## src/rtl/fibonacci_pkg.sv

```systemverilog
// ----------------------------------------------------------------------------
// fibonacci_pkg: shared mode/state encodings for the Fibonacci term generator
// Rev 1.0
// ----------------------------------------------------------------------------
`default_nettype none

package fibonacci_pkg;

  typedef enum logic [1:0] {
    MODE_WRAP    = 2'b00,
    MODE_STOP    = 2'b01,
    MODE_RESTART = 2'b10
  } mode_e;

  typedef enum logic [1:0] {
    ST_IDLE = 2'b00,
    ST_RUN  = 2'b01,
    ST_DONE = 2'b10
  } state_e;

  // The spare encoding 2'b11 behaves as WRAP.
  function automatic mode_e decode_mode(input logic [1:0] raw);
    case (raw)
      2'b01:   decode_mode = MODE_STOP;
      2'b10:   decode_mode = MODE_RESTART;
      default: decode_mode = MODE_WRAP;
    endcase
  endfunction

endpackage

`default_nettype wire

```

## src/rtl/fibonacci_step.sv

```systemverilog
// ----------------------------------------------------------------------------
// fibonacci_step: a+b with carry and overflow-policy mux for the next a/b/last
// Rev 1.0
// ----------------------------------------------------------------------------
`default_nettype none

module fibonacci_step
  import fibonacci_pkg::*;
#(
  parameter int WIDTH = 32
) (
  input  logic [WIDTH-1:0] a_i,
  input  logic [WIDTH-1:0] b_i,
  input  logic [WIDTH-1:0] seed0_i,
  input  logic [WIDTH-1:0] seed1_i,
  input  logic             last_i,
  input  logic [1:0]       mode_i,
  output logic [WIDTH-1:0] a_o,
  output logic [WIDTH-1:0] b_o,
  output logic             last_o,
  output logic             ovf_set_o,
  output logic             stop_o,
  output logic             restart_o
);

  logic [WIDTH:0] sum;

  assign sum = {1'b0, a_i} + {1'b0, b_i};

  always_comb begin
    a_o       = b_i;
    b_o       = sum[WIDTH-1:0];
    last_o    = last_i;
    ovf_set_o = 1'b0;
    stop_o    = 1'b0;
    restart_o = 1'b0;
    if (last_i) begin
      if (mode_i == MODE_STOP) begin
        a_o    = a_i;
        b_o    = b_i;
        stop_o = 1'b1;
      end else if (mode_i == MODE_RESTART) begin
        a_o       = seed0_i;
        b_o       = seed1_i;
        last_o    = 1'b0;
        restart_o = 1'b1;
      end
    end else if (sum[WIDTH]) begin
      ovf_set_o = 1'b1;
      // Non-wrapping policies present the last in-range term once more before acting.
      if (mode_i == MODE_STOP || mode_i == MODE_RESTART) begin
        b_o    = b_i;
        last_o = 1'b1;
      end
    end
  end

endmodule

`default_nettype wire

```

## src/rtl/fibonacci_seq.sv

```systemverilog
// ----------------------------------------------------------------------------
// fibonacci_seq: loadable Fibonacci-style term generator with valid/ready output
// Rev 1.0
// ----------------------------------------------------------------------------
`default_nettype none

module fibonacci_seq
  import fibonacci_pkg::*;
#(
  parameter int WIDTH     = 32,
  parameter int IDX_W     = 16,
  parameter int MAX_TERMS = 0
) (
  input  logic             clk,
  input  logic             reset,
  input  logic             cfg_load,
  input  logic [WIDTH-1:0] cfg_seed0,
  input  logic [WIDTH-1:0] cfg_seed1,
  input  logic [1:0]       cfg_mode,
  input  logic             run,
  input  logic             ready,
  output logic             valid,
  output logic [WIDTH-1:0] value,
  output logic [IDX_W-1:0] index,
  output logic             overflow,
  output logic             done
);

  localparam logic [IDX_W-1:0] LAST_IDX = (MAX_TERMS == 0) ? '0 : IDX_W'(MAX_TERMS - 1);

  state_e           state_q, state_d;
  logic [WIDTH-1:0] a_q, a_d, b_q, b_d;
  logic [WIDTH-1:0] seed0_q, seed0_d, seed1_q, seed1_d;
  mode_e            mode_q, mode_d;
  logic [IDX_W-1:0] index_q, index_d;
  logic             ovf_q, ovf_d, last_q, last_d;

  logic             xfer, hit_max, loadable;
  logic [WIDTH-1:0] step_a, step_b;
  logic             step_last, step_ovf, step_stop, step_restart;

  assign xfer     = (state_q == ST_RUN) && ready;
  assign hit_max  = (MAX_TERMS != 0) && (index_q == LAST_IDX);
  assign loadable = cfg_load && (state_q == ST_IDLE || state_q == ST_DONE);

  fibonacci_step #(.WIDTH(WIDTH)) u_step (
    .a_i       (a_q),
    .b_i       (b_q),
    .seed0_i   (seed0_q),
    .seed1_i   (seed1_q),
    .last_i    (last_q),
    .mode_i    (mode_q),
    .a_o       (step_a),
    .b_o       (step_b),
    .last_o    (step_last),
    .ovf_set_o (step_ovf),
    .stop_o    (step_stop),
    .restart_o (step_restart)
  );

  always_ff @(posedge clk) begin
    if (reset) state_q <= ST_IDLE;
    else       state_q <= state_d;
  end

  always_comb begin
    state_d = state_q;
    unique case (state_q)
      ST_IDLE: if (!cfg_load && run) state_d = ST_RUN;
      ST_RUN: begin
        if (xfer) begin
          if (hit_max || step_stop) state_d = ST_DONE;
          else if (!run)            state_d = ST_IDLE;
        end
      end
      ST_DONE: if (cfg_load) state_d = ST_IDLE;
      default: state_d = ST_IDLE;
    endcase
  end

  always_comb begin
    valid    = (state_q == ST_RUN);
    done     = (state_q == ST_DONE);
    value    = a_q;
    index    = index_q;
    overflow = ovf_q;
  end

  always_comb begin
    a_d     = a_q;
    b_d     = b_q;
    seed0_d = seed0_q;
    seed1_d = seed1_q;
    mode_d  = mode_q;
    index_d = index_q;
    ovf_d   = ovf_q;
    last_d  = last_q;
    if (loadable) begin
      a_d     = cfg_seed0;
      b_d     = cfg_seed1;
      seed0_d = cfg_seed0;
      seed1_d = cfg_seed1;
      mode_d  = decode_mode(cfg_mode);
      index_d = '0;
      ovf_d   = 1'b0;
      last_d  = 1'b0;
    end else if (xfer) begin
      index_d = index_q + IDX_W'(1);
      // Term limit takes precedence: a/b freeze on the final transfer.
      if (!hit_max) begin
        a_d    = step_a;
        b_d    = step_b;
        last_d = step_last;
        if (step_ovf)     ovf_d   = 1'b1;
        if (step_restart) index_d = '0;
      end
    end
  end

  always_ff @(posedge clk) begin
    if (reset) begin
      a_q     <= '0;
      b_q     <= WIDTH'(1);
      seed0_q <= '0;
      seed1_q <= WIDTH'(1);
      mode_q  <= MODE_WRAP;
      index_q <= '0;
      ovf_q   <= 1'b0;
      last_q  <= 1'b0;
    end else begin
      a_q     <= a_d;
      b_q     <= b_d;
      seed0_q <= seed0_d;
      seed1_q <= seed1_d;
      mode_q  <= mode_d;
      index_q <= index_d;
      ovf_q   <= ovf_d;
      last_q  <= last_d;
    end
  end

endmodule

`default_nettype wire

```

## config.mk

```make
export PLATFORM = sky130hd
export DESIGN_NAME = fibonacci_seq
export DESIGN_NICKNAME = d
export VERILOG_FILES = /design/src/rtl/fibonacci_pkg.sv /design/src/rtl/fibonacci_step.sv /design/src/rtl/fibonacci_seq.sv
export SDC_FILE = /design/constraint.sdc
export NUM_CORES = 1
export LEC_CHECK = 0
export CAP_MARGIN = 10
export CORE_MARGIN = 2
export CORE_UTILIZATION = 60
export CTS_BUF_LIST = sky130_fd_sc_hd__clkbuf_4 sky130_fd_sc_hd__clkbuf_8
export DETAILED_ROUTE_END_ITERATION = 7
export PLACE_DENSITY = 0.87
export RECOVER_POWER = 100
export SYNTH_ARGS = -nofsm -noshare
export SYNTH_HDL_FRONTEND = slang
export SYNTH_SLANG_ARGS = --single-unit
```

## constraint.sdc

```tcl
create_clock -name clk -period 5.45 [get_ports clk]
set_clock_uncertainty 0.1 [all_clocks]
set_input_delay 1.09 -clock clk [delete_from_list [all_inputs] [get_ports clk]]
set_output_delay 1.09 -clock clk [all_outputs]
set_load 0.02 [all_outputs]
```

Word level (Yosys, flattened, before mapping)
Cells that the tools add are included.
W data, S select, Z words.
{"block": "op_classes", "add_sub_neg": 2, "eq_ne": 12, "n_mux": 32, "reduce_logical": 13}
{"operator": "$mux W32", "count": 12}
{"operator": "$add A32 B32 Y33", "count": 1}
{"operator": "$add A16 B1 Y16 const B", "count": 1}
{"operator": "$mux W16", "count": 1}
{"operator": "$mux W1", "count": 12}
{"operator": "$mux W2", "count": 5}
{"operator": "$eq A2 B1 Y1 const B", "count": 3}
{"operator": "$eq A2 B2 Y1 const B", "count": 3}
{"operator": "$pmux W2 S3", "count": 1}
{"operator": "$ne A2 B1 Y1 const B", "count": 2}
{"operator": "$ne A4 B4 Y1 const B", "count": 1}
{"operator": "$pmux W2 S2", "count": 1}
{"operator": "$reduce_and A2 Y1", "count": 2}
{"operator": "$reduce_and A4 Y1", "count": 1}
{"operator": "$logic_and A1 B1 Y1", "count": 3}
{"operator": "$ne A3 B2 Y1 const B", "count": 1}
{"operator": "$ne A3 B3 Y1 const B", "count": 1}
{"operator": "$reduce_and A3 Y1", "count": 1}
{"operator": "$logic_not A2 Y1", "count": 1}
{"operator": "$logic_or A1 B1 Y1", "count": 2}
{"operator": "$ne A2 B2 Y1 const B", "count": 1}
{"operator": "$reduce_bool A2 Y1", "count": 1}
{"operator": "$reduce_or A2 Y1", "count": 1}
{"operator": "$logic_not A1 Y1", "count": 1}
{"block": "word_totals", "register_bits": 150, "input_bits": 71, "output_inout_bits": 51, "word_cells": 68}

Longest topological paths before layout
{"block": "logic_depth", "depth_word": 7, "mapped_depth": 12, "mapped_depth_nobuf": 10}

By module
A second synthesis with hierarchy kept.
{"block": "unflattened", "hier_cells": 1313, "hier_area_um2": 9590.4}
{"mod": "fibonacci_seq", "instances": 1, "cells_each": 748, "area_per_inst_um2": 5870.6, "seq_area_each_um2": 3002.9}
{"mod": "fibonacci_step", "instances": 1, "cells_each": 565, "area_per_inst_um2": 3719.8, "seq_area_each_um2": 0.0}

Worst setup path after synthesis
No wires, ideal clock.
{"block": "synth_path", "path_type": "register to register", "from": "reg a_q[0] (netlist: value[0])", "to": "reg b_q[10]", "arrival_time_ns": 2.864, "setup_slack_ns": 2.398, "path_stages_with_launch": 13, "path_buffers": 2, "synth_period_minus_slack_ns": 3.052, "cell_sequence": "dfxtp_1 ha_1 fa_1 a211oi_2 o211ai_1 a22oi_2 a211oi_2 a32o_1 buf_6 a31oi_4 buf_8 nor2_2 o32ai_2"}
{"block": "synth_via", "elab_chain_len": 6, "word_cells_on_any_way": 10}
{"element": "from (decl)", "line_no": "fibonacci_seq.sv:32", "rtl": "logic [WIDTH-1:0] a_q, a_d, b_q, b_d;"}
{"element": "from (signal assigned)", "line_no": "fibonacci_seq.sv:122", "rtl": "a_q <= '0;"}
{"element": "from (signal assigned)", "line_no": "fibonacci_seq.sv:131", "rtl": "a_q <= a_d;"}
{"element": "$add A32 B32 Y33 (*)", "line_no": "fibonacci_step.sv:28", "rtl": "assign sum = {1'b0, a_i} + {1'b0, b_i};"}
{"element": "$mux W32 (on tied branches)", "line_no": "fibonacci_step.sv:51, fibonacci_step.sv:42"}
{"element": "$mux W32 (on tied branches)", "line_no": "fibonacci_step.sv:48, fibonacci_step.sv:38"}
{"element": "$mux W32", "line_no": "fibonacci_step.sv:37", "rtl": "if (last_i) begin"}
{"element": "$mux W32", "line_no": "fibonacci_seq.sv:107", "rtl": "end else if (xfer) begin"}
{"element": "$mux W32", "line_no": "fibonacci_seq.sv:98", "rtl": "if (loadable) begin"}
{"element": "to (signal assigned)", "line_no": "fibonacci_seq.sv:123", "rtl": "b_q <= WIDTH'(1);"}
{"element": "to (signal assigned)", "line_no": "fibonacci_seq.sv:132", "rtl": "b_q <= b_d;"}
{"element": "to (decl)", "line_no": "fibonacci_seq.sv:32"}
Every way passes the cells marked *; elsewhere a longest branch is shown, timed or not. The select of a mux whose other input is x is not followed.
A chain may end at the register's enable or synchronous reset.

Final worst setup path
{"block": "layout_path", "from": "reg a_q[0] (netlist: value[0])", "to": "reg b_q[13]"}
Same word-level chain as after synthesis.

==> results by group <==
Pwr
  – PwrDens: 261 mW/mm^2
  – Pleak: between 3 and 4 nW
  – Maximum VDD drop: approximately 0.2 mV

Synth
  – Post-synthesis sequential area ratio: 0.363
  – Yosys top cell area share: 0.363
  – Total nets after synthesis: 1166
  – Area contributors post-synth: dfxtp_1 (36%), nand2_1 (9.3%), a21oi_1 (9.2%), ha_1 (5.4%), nor2_1 (3.9%)
  – Post-synth EDFFs: 0
  – Avg Cell Area, Syn: 7.82 um^2
  – Post-synthesis register bit count: 150
  – Cell Area, Synth: 0.00828 mm^2
  – Mapped Cells: ~1100
  – FFs w/ async S/R, synth: 0
  – Post-synth cell types: 70
  – YS warnings: 0
  – Most used DFF post-synth: dfxtp_1
  – Yosys top cell by area: dfxtp_1

Setup path
  – Crit Path Max Fanout: 31
  – FF-to-FF End: b_q[13]
  – Critical path class: register to register
  – Reg2reg setup slack: 1.16 ns
  – Critical path data required time: around 5.7 ns
  – Crit path capture: b_q[13]
  – RR Startpoint: value[0]
  – Worst EP arrival: between 4 and 5 ns
  – Crit end category: register
  – Reg2Reg Depth: 10
  – Startpoint Class: register
  – Critical path origin: value[0]

Clock network
  – Postcts setup bufs: 0
  – CTS Sinks: 150
  – CTS root buf: clkbuf_8
  – Clk slew on worst S/H paths: about 0.09 ns
  – Clock Latency Late Sink: between 0.4 and 0.5 ns
  – Number of H-tree levels: 4
  – Clk buf depth: 2
  – CTS Buf Count: 17
  – Hold buffers post-CTS: 0
  – TritonCTS clock tree: built
  – # resized after CTS: 0

Timing
  – Setup violators final: 0
  – Slew Viols, Final: just over 100
  – Hold Fails Final Rpt: 0
  – Worst Setup Slack, final: approximately 1.2 ns
  – Setup TNS: 0 ns
  – Actual slew at the worst max-slew pin: 3.10 ns
  – Period utilisation layout: 0.788
  – Min Tclk post-route: about 4.3 ns
  – Worst rel slew slack: -1.07
  – Hold WS: roughly 0.35 ns
  – RSZ-0062 raised after global routing: no
  – Fmax: 233 MHz

Worst hold path
  – Worst hold path class: register to register
  – Hold Startpoint: seed1_q[0]

Cells and area
  – Finished Layout Cells: roughly 1300
  – FILL cells: around 1100
  – Register area: roughly 0.003 mm^2
  – Synth-to-Final Area Change: 18.7%
  – Final core utilization: 0.736
  – Share of cells above drive strength 1: 0.0581
  – Nets@finish: 1248
  – Area of the multi-input gates: between 0.004 and 0.005 mm^2
  – Diodes inserted: 0

GRT
  – GRT Residual Overflow: 0
  – GRT Util Overall: 0.301
  – Largest net degree at the start of global routing: 67
  – First-pass GRT wire length: 35700 um
  – Initial antenna violation count: 0
  – Number of global-route vias before repair: ~7500

Floorplanning
  – Std cell rows: 42
  – Die H: between 100 and 150 um
  – Io pins: around 120
  – Initial Utilization: 0.620
  – Die ar.: 0.0148 mm^2
  – Core Region: 0.0133 mm^2
  – DIE WIDTH: 121 um

Place
  – Final weighted congestion in routability-driven placement: roughly 0.95
  – Post-DP HPWL: between 15000 and 20000 um
  – Post-Place Cells: 1297
  – Port Buffer Count: between 100 and 150
  – DP Worst Slack: between 1.5 and 2 ns

Drt
  – Post-route ant nets: 0
  – Drc violations: 0
  – Wirelength per Cell: 16.4 um
  – Total Wirelength: between 20000 and 25000 um
  – Routed via count: approximately 8000
  – 1st-iter DRT viols: approximately 730
  – Drt pass-1 iters: 5
  – DR vias/cell: around 6

Outcome
  – Failing checks: capacitance limit, slew limit
  – Status: finished, violations left

Job
  – Max cap viols: 2
-- state kept, by name, indices dropped and copies added (netlist names) --
name,flops
last_q,1
state_q,2
overflow,1
b_q,32
mode_q,2
index,16
seed0_q,32
seed1_q,32
value,32
-- power breakdown --
| part | switching [mW] | leakage, nW | internal [mW] |
|---|---|---|---|
| Clock | 0.442 | 0.196 | 0.389 |
| Sequential | 0.0542 | 1.23 | 1.16 |
| Combinational | 0.298 | 2.47 | 0.216 |
| Total | 0.794 | 3.90 | 1.77 |
-- cells by family (layout without fill, tap and decap cells) --
logic type,after synthesis,in the layout,synth area share
AO/OA/AOI/OAI,341,341,0.270
buffers and inverters,86,181,0.0449
adder cells (fa/ha/maj),37,37,0.0568
AND/OR/NAND/NOR,384,384,0.198
flip-flops,150,150,0.363
XOR/XNOR,33,33,0.0349
multiplexers,27,27,0.0327
-- worst min path at each step --
stage                       to  cells past startpoint
finish              seed1_q[0]                      2
floorplan           seed1_q[0]                      2
global route        seed1_q[0]                      2
CTS                 seed1_q[0]                      2
detailed placement  seed1_q[0]                      2
global placement    seed1_q[0]                      2
-- cells in the final DEF (no fill, tap or decap), drive strengths merged, types with 5 or more instances in the layout --
master	n
a211oi	21
a21o	16
a21oi	155
a31oi	9
a32o	7
and2	8
and3	10
buf	7
clkbuf	22
clkdlybuf4s50	68
clkinv	8
dfxtp	150
dlygate4sd3	52
ha	36
inv	22
mux2i	27
nand2	204
nand2b	6
nand3	28
nand4	9
nor2	92
nor3	11
o211ai	16
o21a	7
o21ai	54
o311ai	5
o31ai	5
o32ai	10
or3	5
xnor2	12
xor2	21
-- layer usage --
layer	wire length, um	up-vias	track usage
li1	-	3938	-
met5	0	-	0
met1	9650	3729	0.393
met3	1470	33	0.0705
met4	279	0	0.0905
met2	10400	292	0.497
-- metrics by stage --
stage,area (um^2),power [mW]
floorplan,8280,1.58
global placement,9490,1.74
detailed placement,9490,1.76
CTS,9860,2.56
global route,9820,2.67
finish,9820,2.56
-- worst max-delay path: stages (launching register included) --
cell and delay (ns):
dfxtp_1 0.38, ha_1 0.20, fa_1 0.25, a211oi_1 0.11, o211ai_1 0.25, a22oi_1 0.18, a211oi_1 0.47, a32o_1 0.55
a31o_1 1.09, a21oi_1 0.31, a32o_1 0.29
-- cell usage after synthesis (7+ instances only) --
master,n
ha_1,36
a21oi_1,152
clkbuf_1,52
xor2_1,21
and3_1,10
nor3_1,11
a211oi_1,15
nand2_1,204
dfxtp_1,150
inv_1,20
o21a_1,7
nor2_1,86
and2_1,8
o211ai_1,15
xnor2_1,12
nand3_1,28
o21ai_0,49
a32o_1,7
a21o_1,16
nand4_1,9
mux2i_1,27
a31oi_1,8
-- area by class of cell --
class                           instances  area share
Clock buffer                           20      0.0274
Clock inverter                         12      0.0104
Inverter                               20     0.00764
Multi-Input combinational cell        822       0.498
Sequential cell                       150       0.306
Tap cell                              176      0.0224
Timing Repair Buffer                  129       0.128
Note: power is estimated with default switching activity, not from simulation.
